<file path="src/rtl/fetch_unit_if.sv">
// Fetch unit signal bundle: control strobes, instruction-memory bus,
// decoded instruction fields and the performance counter.
// master = fetch_unit side, slave = control unit / memory / environment side.
interface fetch_unit_if;
    // control strobes and operands into the fetch unit
    logic        pc_inc;
    logic        pc_load;
    logic        pc_sel;
    logic        pc_rst_n;
    logic        ir_wr;
    logic        holt;
    logic [15:0] imem_rdata;
    logic [15:0] rs_val;

    // address, program counter and decoded fields out of the fetch unit
    logic [15:0] imem_addr;
    logic [15:0] pc_val;
    logic [3:0]  opcode;
    logic [3:0]  rd;
    logic [3:0]  rs;
    logic [3:0]  rt;
    logic [15:0] imm;
    logic [15:0] link_addr;
    logic [15:0] instr_count;

    modport master (
        input  pc_inc, pc_load, pc_sel, pc_rst_n, ir_wr, holt, imem_rdata, rs_val,
        output imem_addr, pc_val, opcode, rd, rs, rt, imm, link_addr, instr_count
    );

    modport slave (
        output pc_inc, pc_load, pc_sel, pc_rst_n, ir_wr, holt, imem_rdata, rs_val,
        input  imem_addr, pc_val, opcode, rd, rs, rt, imm, link_addr, instr_count
    );
endinterface

</file>
<file path="src/rtl/fetch_unit.sv">
// Instruction fetch unit: program counter, instruction register and
// combinational field decode. The PC follows the priority
// holt > pc_rst_n > pc_load > pc_inc > hold; holt freezes every register.
// Optional feature: define FETCH_PERF_CNT_EN to build a saturating count of
// fetched instructions on instr_count; otherwise instr_count reads zero and
// no counter register exists.
module fetch_unit #(
    parameter int imem_size = 32
) (
    input  logic          clk,
    input  logic          rst_n,
    fetch_unit_if.master  bus
);

    // The PC is 16 bits wide, so the memory depth must fit its address range.
    generate
        if (imem_size < 1 || imem_size > 65536) begin : g_size_check
            $error("fetch_unit: imem_size must be in 1..65536");
        end
    endgenerate

    logic [15:0] pc_reg;
    logic [15:0] pc_next;
    logic [15:0] ir_reg;
    logic [15:0] ir_next;

    // Next PC: halt freezes, synchronous clear beats load, load beats increment.
    always_comb begin
        pc_next = pc_reg;
        if (!bus.holt) begin
            if (!bus.pc_rst_n) begin
                pc_next = 16'h0000;
            end else if (bus.pc_load) begin
                pc_next = bus.pc_sel ? bus.rs_val : {4'h0, ir_reg[11:0]};
            end else if (bus.pc_inc) begin
                pc_next = pc_reg + 16'd1;
            end
        end
    end

    // Next IR: capture the word addressed by the current (pre-update) PC.
    always_comb begin
        ir_next = ir_reg;
        if (!bus.holt && bus.ir_wr) begin
            ir_next = bus.imem_rdata;
        end
    end

    // PC register, cleared asynchronously.
    always_ff @(posedge clk or negedge rst_n) begin
        if (!rst_n) begin
            pc_reg <= 16'h0000;
        end else begin
            pc_reg <= pc_next;
        end
    end

    // Instruction register; reset discards any in-flight instruction.
    always_ff @(posedge clk or negedge rst_n) begin
        if (!rst_n) begin
            ir_reg <= 16'h0000;
        end else begin
            ir_reg <= ir_next;
        end
    end

    // Register-specifier nibbles: index 0 = rt, 1 = rs, 2 = rd.
    logic [2:0][3:0] reg_field;
    genvar gi;
    generate
        for (gi = 0; gi < 3; gi++) begin : g_field
            assign reg_field[gi] = ir_reg[gi*4 +: 4];
        end
    endgenerate

    assign bus.opcode    = ir_reg[15:12];
    assign bus.rd        = reg_field[2];
    assign bus.rs        = reg_field[1];
    assign bus.rt        = reg_field[0];
    assign bus.imm       = {8'h00, ir_reg[7:0]};
    assign bus.pc_val    = pc_reg;
    assign bus.imem_addr = pc_reg;
    assign bus.link_addr = pc_reg;

`ifdef FETCH_PERF_CNT_EN
    logic [15:0] instr_count_reg;
    logic [15:0] instr_count_next;

    // Count every accepted fetch, sticking at the maximum instead of wrapping.
    always_comb begin
        instr_count_next = instr_count_reg;
        if (!bus.holt && bus.ir_wr && (instr_count_reg != 16'hFFFF)) begin
            instr_count_next = instr_count_reg + 16'd1;
        end
    end

    // Fetch counter register.
    always_ff @(posedge clk or negedge rst_n) begin
        if (!rst_n) begin
            instr_count_reg <= 16'h0000;
        end else begin
            instr_count_reg <= instr_count_next;
        end
    end

    assign bus.instr_count = instr_count_reg;
`else
    assign bus.instr_count = 16'h0000;
`endif

endmodule

</file>
<file path="src/flat_wrapper.sv">
// flat-port wrapper written by rule: the top's interface ports become plain ports
module fetch_unit_flat 
#(
    parameter int imem_size = 32
)
  (clk, rst_n, bus_pc_inc, bus_pc_load, bus_pc_sel, bus_pc_rst_n, bus_ir_wr, bus_holt, bus_imem_rdata, bus_rs_val, bus_imem_addr, bus_pc_val, bus_opcode, bus_rd, bus_rs, bus_rt, bus_imm, bus_link_addr, bus_instr_count);
  fetch_unit_if bus_i ();
  input  logic clk;
  input  logic rst_n;
  input wire logic [$bits(bus_i.pc_inc)-1:0] bus_pc_inc;
  input wire logic [$bits(bus_i.pc_load)-1:0] bus_pc_load;
  input wire logic [$bits(bus_i.pc_sel)-1:0] bus_pc_sel;
  input wire logic [$bits(bus_i.pc_rst_n)-1:0] bus_pc_rst_n;
  input wire logic [$bits(bus_i.ir_wr)-1:0] bus_ir_wr;
  input wire logic [$bits(bus_i.holt)-1:0] bus_holt;
  input wire logic [$bits(bus_i.imem_rdata)-1:0] bus_imem_rdata;
  input wire logic [$bits(bus_i.rs_val)-1:0] bus_rs_val;
  output wire logic [$bits(bus_i.imem_addr)-1:0] bus_imem_addr;
  output wire logic [$bits(bus_i.pc_val)-1:0] bus_pc_val;
  output wire logic [$bits(bus_i.opcode)-1:0] bus_opcode;
  output wire logic [$bits(bus_i.rd)-1:0] bus_rd;
  output wire logic [$bits(bus_i.rs)-1:0] bus_rs;
  output wire logic [$bits(bus_i.rt)-1:0] bus_rt;
  output wire logic [$bits(bus_i.imm)-1:0] bus_imm;
  output wire logic [$bits(bus_i.link_addr)-1:0] bus_link_addr;
  output wire logic [$bits(bus_i.instr_count)-1:0] bus_instr_count;
  assign bus_i.pc_inc = bus_pc_inc;
  assign bus_i.pc_load = bus_pc_load;
  assign bus_i.pc_sel = bus_pc_sel;
  assign bus_i.pc_rst_n = bus_pc_rst_n;
  assign bus_i.ir_wr = bus_ir_wr;
  assign bus_i.holt = bus_holt;
  assign bus_i.imem_rdata = bus_imem_rdata;
  assign bus_i.rs_val = bus_rs_val;
  assign bus_imem_addr = bus_i.imem_addr;
  assign bus_pc_val = bus_i.pc_val;
  assign bus_opcode = bus_i.opcode;
  assign bus_rd = bus_i.rd;
  assign bus_rs = bus_i.rs;
  assign bus_rt = bus_i.rt;
  assign bus_imm = bus_i.imm;
  assign bus_link_addr = bus_i.link_addr;
  assign bus_instr_count = bus_i.instr_count;
  fetch_unit #(.imem_size(imem_size)) u_core (.clk(clk), .rst_n(rst_n), .bus(bus_i));
endmodule
</file>
<file path="config.mk">
export PLATFORM = sky130hd
export DESIGN_NAME = fetch_unit_flat
export DESIGN_NICKNAME = d
export VERILOG_FILES = /design/src/rtl/fetch_unit_if.sv /design/src/rtl/fetch_unit.sv /design/src/flat_wrapper.sv
export SDC_FILE = /design/constraint.sdc
export NUM_CORES = 1
export LEC_CHECK = 0
export BUFFER_PORTS_ARGS = -buffer_cell sky130_fd_sc_hd__buf_2
export CAP_MARGIN = 20
export CORE_MARGIN = 2
export CORE_UTILIZATION = 38
export CTS_CLUSTER_SIZE = 28
export DETAILED_ROUTE_END_ITERATION = 10
export PLACE_DENSITY = 0.69
export SLEW_MARGIN = 25
export SYNTH_ARGS = -nofsm -noshare
export SYNTH_HDL_FRONTEND = slang
export SYNTH_SLANG_ARGS = --single-unit
</file>
<file path="constraint.sdc">
create_clock -name clk -period 5.8 [get_ports clk]
set_input_delay 1.16 -clock clk [delete_from_list [all_inputs] [get_ports clk]]
set_output_delay 1.16 -clock clk [all_outputs]
set_load 0.01 [all_outputs]
</file>
==> run metrics <==
RR Endpoint=u_core.bus.imem_addr[12]$_DFFE_PN0P_; reg2reg path depth=5; met1 Use GR=0.208; final instance area=0.00273 mm²; hold path depth=1; Multi-input gate area=0.00116 mm²; Place WS=3.07 ns; CP arrival=2.63 ns; count of port buffers added during placement=111; asr flop ratio synth=1.00; hold_buf cts=0; antenna-violating nets left=0; Avg WL per Cell=14.1 µm; area grow syn2layout=11.5%; Max Cap Viol=0; endpoints failing setup=0; gr usage total=0.155; met3 Use GR=0.0393; setup bufs post-CTS=0; pwr dens=239 mW/mm²; TritonCTS clock tree=done; P_int=440 µW; slew margin rel.=0.504; Clock power frac=0.286; hold_ws=0.506 ns; Gate power share=0.278; maximum clock path buffer count=2; Hold Path Sink=u_core.ir_reg[14]$_DFFE_PN0P_; initial antenna violation count=0; Peak Freq=0.407 GHz; Post-DP Area=0.00264 mm²; status=completed; die area=0.00711 mm²; # clock sinks=32; Worst Tran Pin Value=0.744 ns; Hold Crit Class=reg2reg; Post-Syn Instances=250; Cell Area, Synth=0.00245 mm²; via/cell ratio=5.04; power share of the sequential group=0.436; post_cts resized=0; vias in the first global route=1,800; Setup TNS Final=0 ns; Clk Latency, worst-skew pair=0.28 ns; largest net degree at the start of global routing=35; routed wire length=5560 µm; met2 Track Usage GR=0.248; die height=84.3 µm; startpoint class of the critical path=input pin; Fin. Hold Viols=0; Period minus WS final=2.46 ns; H-tree levels=2; R2R Setup Slk=3.69 ns; grt peak-use layer=met2; I/O pin cnt=136; Worst-path clk slew=0.07 ns; Critical Path RT=5.97 ns; Worst setup EP type=flop; Slew Viols, Final=0; Num CTS Buffers=5; Post-DP HPWL=4070 µm; Final #Nets=358; Starting DRT DRC Count=121; hold path start=u_core.ir_reg[14]$_DFFE_PN0P_; ant diodes=0; fillers=619; NetSw=214 µW; final non-filler cell total=394; FP Rows=29; dpl cells=387; CP Class=in2reg; unrepaired setup endpoints after global routing=false; first-pass GRT wire length=8850 µm; register area=801 µm²; Worst R2R Start=u_core.bus.imem_addr[0]$_DFFE_PN0P_; Net Sw Frac=0.327; GP Congestion=0.862; Core ar.=0.00628 mm²; final setup skew=0.0110 ns; Root Buffer=clkbuf_8; layout cell share with drive strength beyond 1=0.514; Residual DRC=0; Setup WS post-layout=3.34 ns; Synth cell types=46; Final Cycle Share=0.424; warnings from Yosys=0; worst vdd ir=0.000132 V; post-synthesis sequential area ratio=0.327; critical path fanouts, max=34; gr ovfl total=0; number of synthesized flops with an enable pin=0; via count=1,987; Starting Density=0.390; Pleak=0.00136 µW; number of synthesized register bits=32; post-synthesis average cell area=9.80 µm²; drt pass-1 iters=4; Die X=84.3 µm; Synth Flop Type=dfrtp_1; Setup crit start=bus_pc_load
==> Yosys cell counts (2+ instances only) <==
| master | instances | share of area |
|---|---|---|
| clkbuf_8 | 2 | 0.011 |
| mux2_2 | 28 | 0.13 |
| buf_2 | 5 | 0.010 |
| a221o_2 | 2 | 0.0092 |
| a211o_1 | 2 | 0.0072 |
| dfrtp_1 | 32 | 0.33 |
| nor3_1 | 2 | 0.0041 |
| nor2b_1 | 2 | 0.0051 |
| o21bai_1 | 4 | 0.012 |
| nor2_1 | 10 | 0.015 |
| nand2_1 | 9 | 0.014 |
| o21ai_0 | 13 | 0.027 |
| nand4_1 | 2 | 0.0051 |
| buf_4 | 66 | 0.20 |
| o31a_1 | 2 | 0.0072 |
| a21boi_2 | 3 | 0.014 |
| nand3_1 | 8 | 0.016 |
| and2_1 | 2 | 0.0051 |
| a32oi_1 | 2 | 0.0072 |
| nor4_1 | 13 | 0.033 |
| nor3b_1 | 3 | 0.0092 |
| nor4_2 | 3 | 0.015 |
| inv_1 | 4 | 0.0061 |
| mux2i_1 | 4 | 0.016 |
| a21oi_1 | 6 | 0.012 |
==> kinds of logic (layout without fill, tap and decap cells) <==
group | after synthesis | count (layout) | share of synthesized area
adders and majority gates | 1 | 1 | 0.00511
AOI/OAI and AO/OA | 40 | 40 | 0.116
buffers and inverters | 79 | 123 | 0.236
muxes | 32 | 32 | 0.145
DFF | 32 | 32 | 0.327
other | 1 | 24 | 0.00153
and+or+nand+nor | 65 | 65 | 0.170
==> metrics by stage <==
step | util | total power [µW]
after floorplan | - | 438
after global placement | 0.419 | 470
after detailed placement | 0.420 | 473
after CTS | 0.435 | 662
after global routing | 0.435 | 694
final | 0.435 | 654
==> final cells by class <==
class                   count  area share
clock buffers               7      0.0353
flip-flops and latches     32       0.293
repair buffers            112       0.206
inverters                   4     0.00549
multi-input cells         162       0.425
well taps                  77      0.0353
==> placed cells by master, fill, tap and decap left out, drive strengths merged, types with 4 or more instances in the layout <==
master | synthesis | routed
nand3 | 9 | 9
dfrtp | 32 | 32
mux2i | 4 | 4
inv | 4 | 4
o21bai | 4 | 4
nor4 | 16 | 16
clkbuf | 3 | 7
nand2 | 10 | 10
buf | 72 | 112
conb | 1 | 24
a21oi | 6 | 6
nor2 | 11 | 11
o21ai | 13 | 13
mux2 | 28 | 28
==> routing by layer <==
metal	routed length (µm)	part of all wire	vias to the layer above
met5	0	0	-
met4	29	0.0052	0
met3	450	0.081	2
met2	2650	0.48	104
met1	2420	0.44	936
li1	-	-	945
==> power by group through the flow <==
stage / logic, µW / clock network, µW / registers, µW
after floorplan: 142 / 0 / 297
after global placement: 182 / 0 / 288
after detailed placement: 183 / 0 / 290
after CTS: 184 / 191 / 286
after global routing: 199 / 204 / 292
final: 182 / 187 / 285
==> worst max-delay path by stage <==
stage / slack, ns / to / cells past startpoint
finish: 3.34 / u_core.bus.imem_addr[14]$_DFFE_PN0P_ / 5
global route: 3.24 / u_core.bus.imem_addr[7]$_DFFE_PN0P_ / 5
CTS: 3.37 / u_core.bus.imem_addr[14]$_DFFE_PN0P_ / 5
detailed placement: 3.07 / u_core.bus.imem_addr[14]$_DFFE_PN0P_ / 5
global placement: 2.80 / u_core.bus.imem_addr[8]$_DFFE_PN0P_ / 5
floorplan: 3.54 / u_core.bus.imem_addr[11]$_DFFE_PN0P_ / 5
==> worst max-delay path, stage by stage <==
cell and delay (ns):
buf_2 0.46, nand2b_4 0.25, o21bai_2 0.21, o21bai_1 0.24
a211o_1 0.30
Note: power is estimated with default switching activity, not from simulation.
